### config.mk
export PLATFORM = sky130hd
export DESIGN_NAME = traffic_phase_scheduler
export DESIGN_NICKNAME = d
export VERILOG_FILES = /design/src/rtl/traffic_phase_scheduler.sv
export SDC_FILE = /design/constraint.sdc
export NUM_CORES = 1
export LEC_CHECK = 0
export CORE_MARGIN = 5
export CORE_UTILIZATION = 52
export DETAILED_ROUTE_END_ITERATION = 16
export GPL_TIMING_DRIVEN = 0
export PLACE_DENSITY = 0.87
export RECOVER_POWER = 100
export SETUP_SLACK_MARGIN = 0.4
export SYNTH_ARGS = -nofsm -noshare
export SYNTH_HDL_FRONTEND = slang
export SYNTH_SLANG_ARGS = --single-unit
### constraint.sdc
create_clock -name CLK -period 2.2 [get_ports CLK]
set_input_delay 0.22 -clock CLK [delete_from_list [all_inputs] [get_ports CLK]]
set_output_delay 0.22 -clock CLK [all_outputs]
set_load 0.01 [all_outputs]
### src/rtl/traffic_phase_scheduler.sv
// Intersection phase sequencer. Main road rests green. Side-road demand or a
// latched pedestrian request cycles it through the clearance phases, then
// through walk and/or side green, and back to main green. All dwells are
// counted in tick enables. The lamp outputs are decoded from the state register.
//
// state       | code | meaning
// ------------+------+----------------------------------------------
// MAIN_GREEN  |  0   | main road green, side red (rest state)
// MAIN_YELLOW |  1   | main road yellow, side red
// ALL_RED1    |  2   | clearance before walk / side green
// WALK        |  3   | pedestrian walk lamp on, all vehicles red
// SIDE_GREEN  |  4   | side road green, main red
// SIDE_YELLOW |  5   | side road yellow, main red
// ALL_RED2    |  6   | clearance before returning to main green
// (illegal)   |  7   | all red, recovers through ALL_RED2
module traffic_phase_scheduler #(
  parameter int GREEN_MIN = 4,
  parameter int GREEN_MAX = 10,
  parameter int YELLOW_T  = 2,
  parameter int ALLRED_T  = 1,
  parameter int WALK_T    = 3,
  parameter int CNT_W     = 8
) (
  input  logic       CLK,
  input  logic       reset,
  input  logic       tick,
  input  logic       SW,
  input  logic       ped_req,
  output logic [2:0] main_lights,
  output logic [2:0] side_lights,
  output logic       walk,
  output logic       ped_pending,
  output logic [2:0] state_o
);

  localparam logic [2:0] S_MAIN_GREEN  = 3'd0;
  localparam logic [2:0] S_MAIN_YELLOW = 3'd1;
  localparam logic [2:0] S_ALL_RED1    = 3'd2;
  localparam logic [2:0] S_WALK        = 3'd3;
  localparam logic [2:0] S_SIDE_GREEN  = 3'd4;
  localparam logic [2:0] S_SIDE_YELLOW = 3'd5;
  localparam logic [2:0] S_ALL_RED2    = 3'd6;

  localparam logic [2:0] LAMP_RED    = 3'b100;
  localparam logic [2:0] LAMP_YELLOW = 3'b010;
  localparam logic [2:0] LAMP_GREEN  = 3'b001;

  // Terminal counts: a dwell of N ticks expires when the timer reads N-1.
  localparam logic [CNT_W-1:0] GMIN_TC   = CNT_W'(GREEN_MIN - 1);
  localparam logic [CNT_W-1:0] GMAX_TC   = CNT_W'(GREEN_MAX - 1);
  localparam logic [CNT_W-1:0] YELLOW_TC = CNT_W'(YELLOW_T - 1);
  localparam logic [CNT_W-1:0] ALLRED_TC = CNT_W'(ALLRED_T - 1);
  localparam logic [CNT_W-1:0] WALK_TC   = CNT_W'(WALK_T - 1);
  localparam logic [CNT_W-1:0] TIMER_MAX = '1;

  logic [2:0]       state_q, state_d;
  logic [CNT_W-1:0] timer_q, timer_d;
  logic             ped_q, ped_d;
  logic             enter_walk;

  // Next-phase selection; a phase can only end on a tick cycle.
  always_comb begin
    state_d = state_q;
    case (state_q)
      S_MAIN_GREEN:
        if (tick && (timer_q >= GMIN_TC) && (SW || ped_q)) state_d = S_MAIN_YELLOW;
      S_MAIN_YELLOW:
        if (tick && (timer_q == YELLOW_TC)) state_d = S_ALL_RED1;
      S_ALL_RED1:
        if (tick && (timer_q == ALLRED_TC)) state_d = ped_q ? S_WALK : S_SIDE_GREEN;
      S_WALK:
        if (tick && (timer_q == WALK_TC)) state_d = SW ? S_SIDE_GREEN : S_ALL_RED2;
      S_SIDE_GREEN:
        if (tick && (((timer_q >= GMIN_TC) && !SW) || (timer_q == GMAX_TC)))
          state_d = S_SIDE_YELLOW;
      S_SIDE_YELLOW:
        if (tick && (timer_q == YELLOW_TC)) state_d = S_ALL_RED2;
      S_ALL_RED2:
        if (tick && (timer_q == ALLRED_TC)) state_d = S_MAIN_GREEN;
      default:
        state_d = S_ALL_RED2;
    endcase
  end

  // Phase timer restarts on every phase change and saturates instead of wrapping,
  // so a long idle main green never re-arms the minimum-green check.
  always_comb begin
    timer_d = timer_q;
    if (state_d != state_q)
      timer_d = '0;
    else if (tick && (timer_q != TIMER_MAX))
      timer_d = timer_q + CNT_W'(1);
  end

  // Pedestrian latch: serving (entering WALK) wins over a same-cycle press,
  // and presses during WALK are already being served so they are dropped.
  always_comb begin
    enter_walk = (state_d == S_WALK) && (state_q != S_WALK);
    ped_d      = ped_q;
    if (enter_walk)
      ped_d = 1'b0;
    else if (ped_req && (state_q != S_WALK))
      ped_d = 1'b1;
  end

  // State, timer and pedestrian latch registers.
  always_ff @(posedge CLK or posedge reset) begin
    if (reset) begin
      state_q <= S_MAIN_GREEN;
      timer_q <= '0;
      ped_q   <= 1'b0;
    end else begin
      state_q <= state_d;
      timer_q <= timer_d;
      ped_q   <= ped_d;
    end
  end

  // Moore lamp decode; anything unrecognised shows all red.
  always_comb begin
    main_lights = LAMP_RED;
    side_lights = LAMP_RED;
    walk        = 1'b0;
    case (state_q)
      S_MAIN_GREEN:  main_lights = LAMP_GREEN;
      S_MAIN_YELLOW: main_lights = LAMP_YELLOW;
      S_SIDE_GREEN:  side_lights = LAMP_GREEN;
      S_SIDE_YELLOW: side_lights = LAMP_YELLOW;
      S_WALK:        walk        = 1'b1;
      default: ;
    endcase
  end

  assign ped_pending = ped_q;
  assign state_o     = state_q;

endmodule

==> flow_metrics.env <==
export IMPL_drv_slew=0
export IMPL_grt_pass1_wl_um=4240
export IMPL_synth_area_leaders="dfrtp_1, nor2_1, ha_1, xnor2_1, inv_1"
export IMPL_gp_congestion=0.892
export IMPL_crit_cells=8
export IMPL_ant_nets=0
export IMPL_crit_buf_inv=2
export IMPL_criticalPathCategory="reg2reg"
export IMPL_whs_ns=0.374
export IMPL_status="finished, final reports clean"
export IMPL_power_density_nw_per_um2=1130
export IMPL_crit_start="timer_q[0]"
export IMPL_peakVddDrop_uv=845
export IMPL_drcViolationCount=0
export IMPL_synthesis_nets=118
export IMPL_syn_area_um2=953
export IMPL_async_reset_ff_share_pct=100
export IMPL_chipWidth_um=52.8
export IMPL_cts_sinks=12
export IMPL_synth_edff_count=0
export IMPL_antenna_cells=0
export IMPL_grt_max_degree=13
export IMPL_slowest_delay_ns=0.44
export IMPL_crit_chain="buf_6 -> inv_1 -> ha_1 -> nand4b_1 -> nor4_4 -> a22oi_1 -> o211ai_4 -> nor3b_2"
export IMPL_finalPower_uw=1530
export IMPL_ios=16
export IMPL_nets=155
export IMPL_drive_above_1_share_pct=33.1
export IMPL_cp_required_ns=2.37
export IMPL_cp_arrival_ns=2.11
export IMPL_setup_ws_ns=0.261
export IMPL_hpwlAfterDp_um=1620
export IMPL_r2r_setup_slack_ns=0.26
export IMPL_skew_ns=0.0119
export IMPL_endpoint_kind="flip-flop"
export IMPL_cap_viol_max_count=0
export IMPL_slew_headroom_pct=68.5
export IMPL_grt_overflow_total=0
export IMPL_finalSetupViolations=0
export IMPL_insertion_delay_ns=0.30
export IMPL_synth_largest_area_cell="dfrtp_1"
export IMPL_cts_root_buffer="clkbuf_4"
export IMPL_core_area_um2=1730
export IMPL_hold_viol=0
export IMPL_fmax_mhz=516
export IMPL_layout_commonest_cell="buf_4"
export IMPL_synth_ff_type="dfrtp_1"
export IMPL_period_needed_ns=1.94
export IMPL_post_place_ws_ns=0.241
export IMPL_fin_tns_setup_ns=0
export IMPL_dieArea_um2=2790
export IMPL_num_rows=15
export IMPL_hp_class="in2async"
export IMPL_first_iter_violations=57
export IMPL_yosysUniqueCellTypes=41
export IMPL_crit_path_end="timer_q[2]"
export IMPL_via_per_inst=5.99
export IMPL_fill_cells=123
export IMPL_rsz0062_at_grt="true"
export IMPL_synth_seq_cells=12
export IMPL_final_cell_mix="buf_4, nor2_1, dfrtp_1"
export IMPL_clk_pin_slew_ns=0.09
export IMPL_initial_utilization_pct=55.2
export IMPL_grt_pass1_vias=921
export IMPL_avgSynthCellArea_um2=8.75
export IMPL_antenna_found_initial=0
export IMPL_critical_path_top_delay_family="simple AND/OR/NAND/NOR gates"
export IMPL_grt_usage_pct=21.3
export IMPL_cts_made_buffers=3
export IMPL_fin_crit_sh_pct=88.1
export IMPL_tightest_slew_ns=0.472
export IMPL_yosysSeqAreaShare_pct=31.5
export IMPL_wl_per_cell_um=17.0
export IMPL_cts_buffer_depth=2
export IMPL_startpoint_type="flip-flop"
export IMPL_cts_tree="yes"
export IMPL_crit_fanout=8
export IMPL_r2r_start="timer_q[0]"
export IMPL_r2r_cells=8
export IMPL_synth_cells=109
export IMPL_synth_top_area_share_pct=31.5
export IMPL_portBuffers=14
export IMPL_cts_hold_buffers_added=0
export IMPL_route_final_wire_length_um=2880
export IMPL_area_delta_synth_final_pct=42.0
export IMPL_h_tree_depth=1
export IMPL_die_h_um=52.8
export IMPL_timing_rr_end="timer_q[2]"
export IMPL_power_leakage_uw=0.000582
export IMPL_yosys_warnings=0
export IMPL_via_count=1018
export IMPL_slowest_stage="dfrtp_1"
export IMPL_dr_pass1_iters=5
[synthesized netlist by cell type (2+ instances only)]
master,n
nand4_1,5
nand2b_1,2
nand3_1,3
clkbuf_1,2
xnor2_1,5
nand2_1,9
nor3_1,2
ha_1,4
dfrtp_1,12
o211ai_1,2
a21oi_1,3
o21ai_0,3
nor2_1,17
nor4_2,2
inv_1,9
buf_4,2
o31ai_1,3
[per-layer routing]
metal  wire length [µm]  track usage [%]  part of all wire [%]  vias up
li1                   -                -                     -      457
met1               1070             24.2                    37      478
met2               1460             37.4                    51       72
met3                256             3.42                   8.9       11
met4                 92             11.5                   3.2        0
met5                  0                0                     0        -
[where the power goes]
part / leakage (µW) / internal [µW] / switching [µW]
logic: 0.000411 / 456 / 545
clock network: 0.0000210 / 101 / 85.3
registers: 0.000150 / 283 / 56.4
[worst min-delay path by stage]
stage | from | end | slack, ns
floorplan | reset | ped_pending | 0.08
global placement | reset | state_o[0] | 0.55
detailed placement | reset | timer_q[6] | 0.56
CTS | reset | timer_q[6] | 0.26
global route | tick | timer_q[0] | 0.40
finish | reset | state_o[1] | 0.37
[area by class of cell]
cell class | count | area [µm²] | share of cell area [%]
multi-input cells | 81 | 628 | 46.4
flip-flops and latches | 12 | 303 | 22.4
repair buffers | 32 | 262 | 19.3
plain buffers | 7 | 60.1 | 4.44
clock buffers | 4 | 36.3 | 2.68
inverters | 9 | 33.8 | 2.50
well taps | 25 | 31.3 | 2.31
[what timing repair did]
action,CTS,global route
setup buffers,10,8
setup endpoints to repair,15,14
pin swaps,9,9
resized for setup,22,21
[kinds of logic (layout without fill, tap and decap cells)]
kind of cell | after synthesis | count (layout) | share of synthesized area (%)
buffers and inverters | 16 | 52 | 11.9
DFF | 12 | 12 | 31.5
AOI/OAI and AO/OA | 20 | 20 | 16.4
xor gates and xnor gates | 6 | 6 | 5.51
and+or+nand+nor | 51 | 51 | 29.4
adders and majority gates | 4 | 4 | 5.25
[registers in the layout, indices dropped and copies added (netlist names)]
| register | cells |
|---|---|
| timer_q | 8 |
| state_o | 3 |
| ped_pending | 1 |
[through the flow]
step | instances | utilization [%] | cell area (µm²)
5_1_grt | 170 | 78.4 | 1350
4_1_cts | 162 | 74.1 | 1280
6_report | 170 | 78.4 | 1350
3_3_place_gp | 148 | 65.3 | 1130
2_1_floorplan | 109 | - | 956
3_5_place_dp | 148 | 65.3 | 1130
Note: power is estimated with default switching activity, not from simulation.
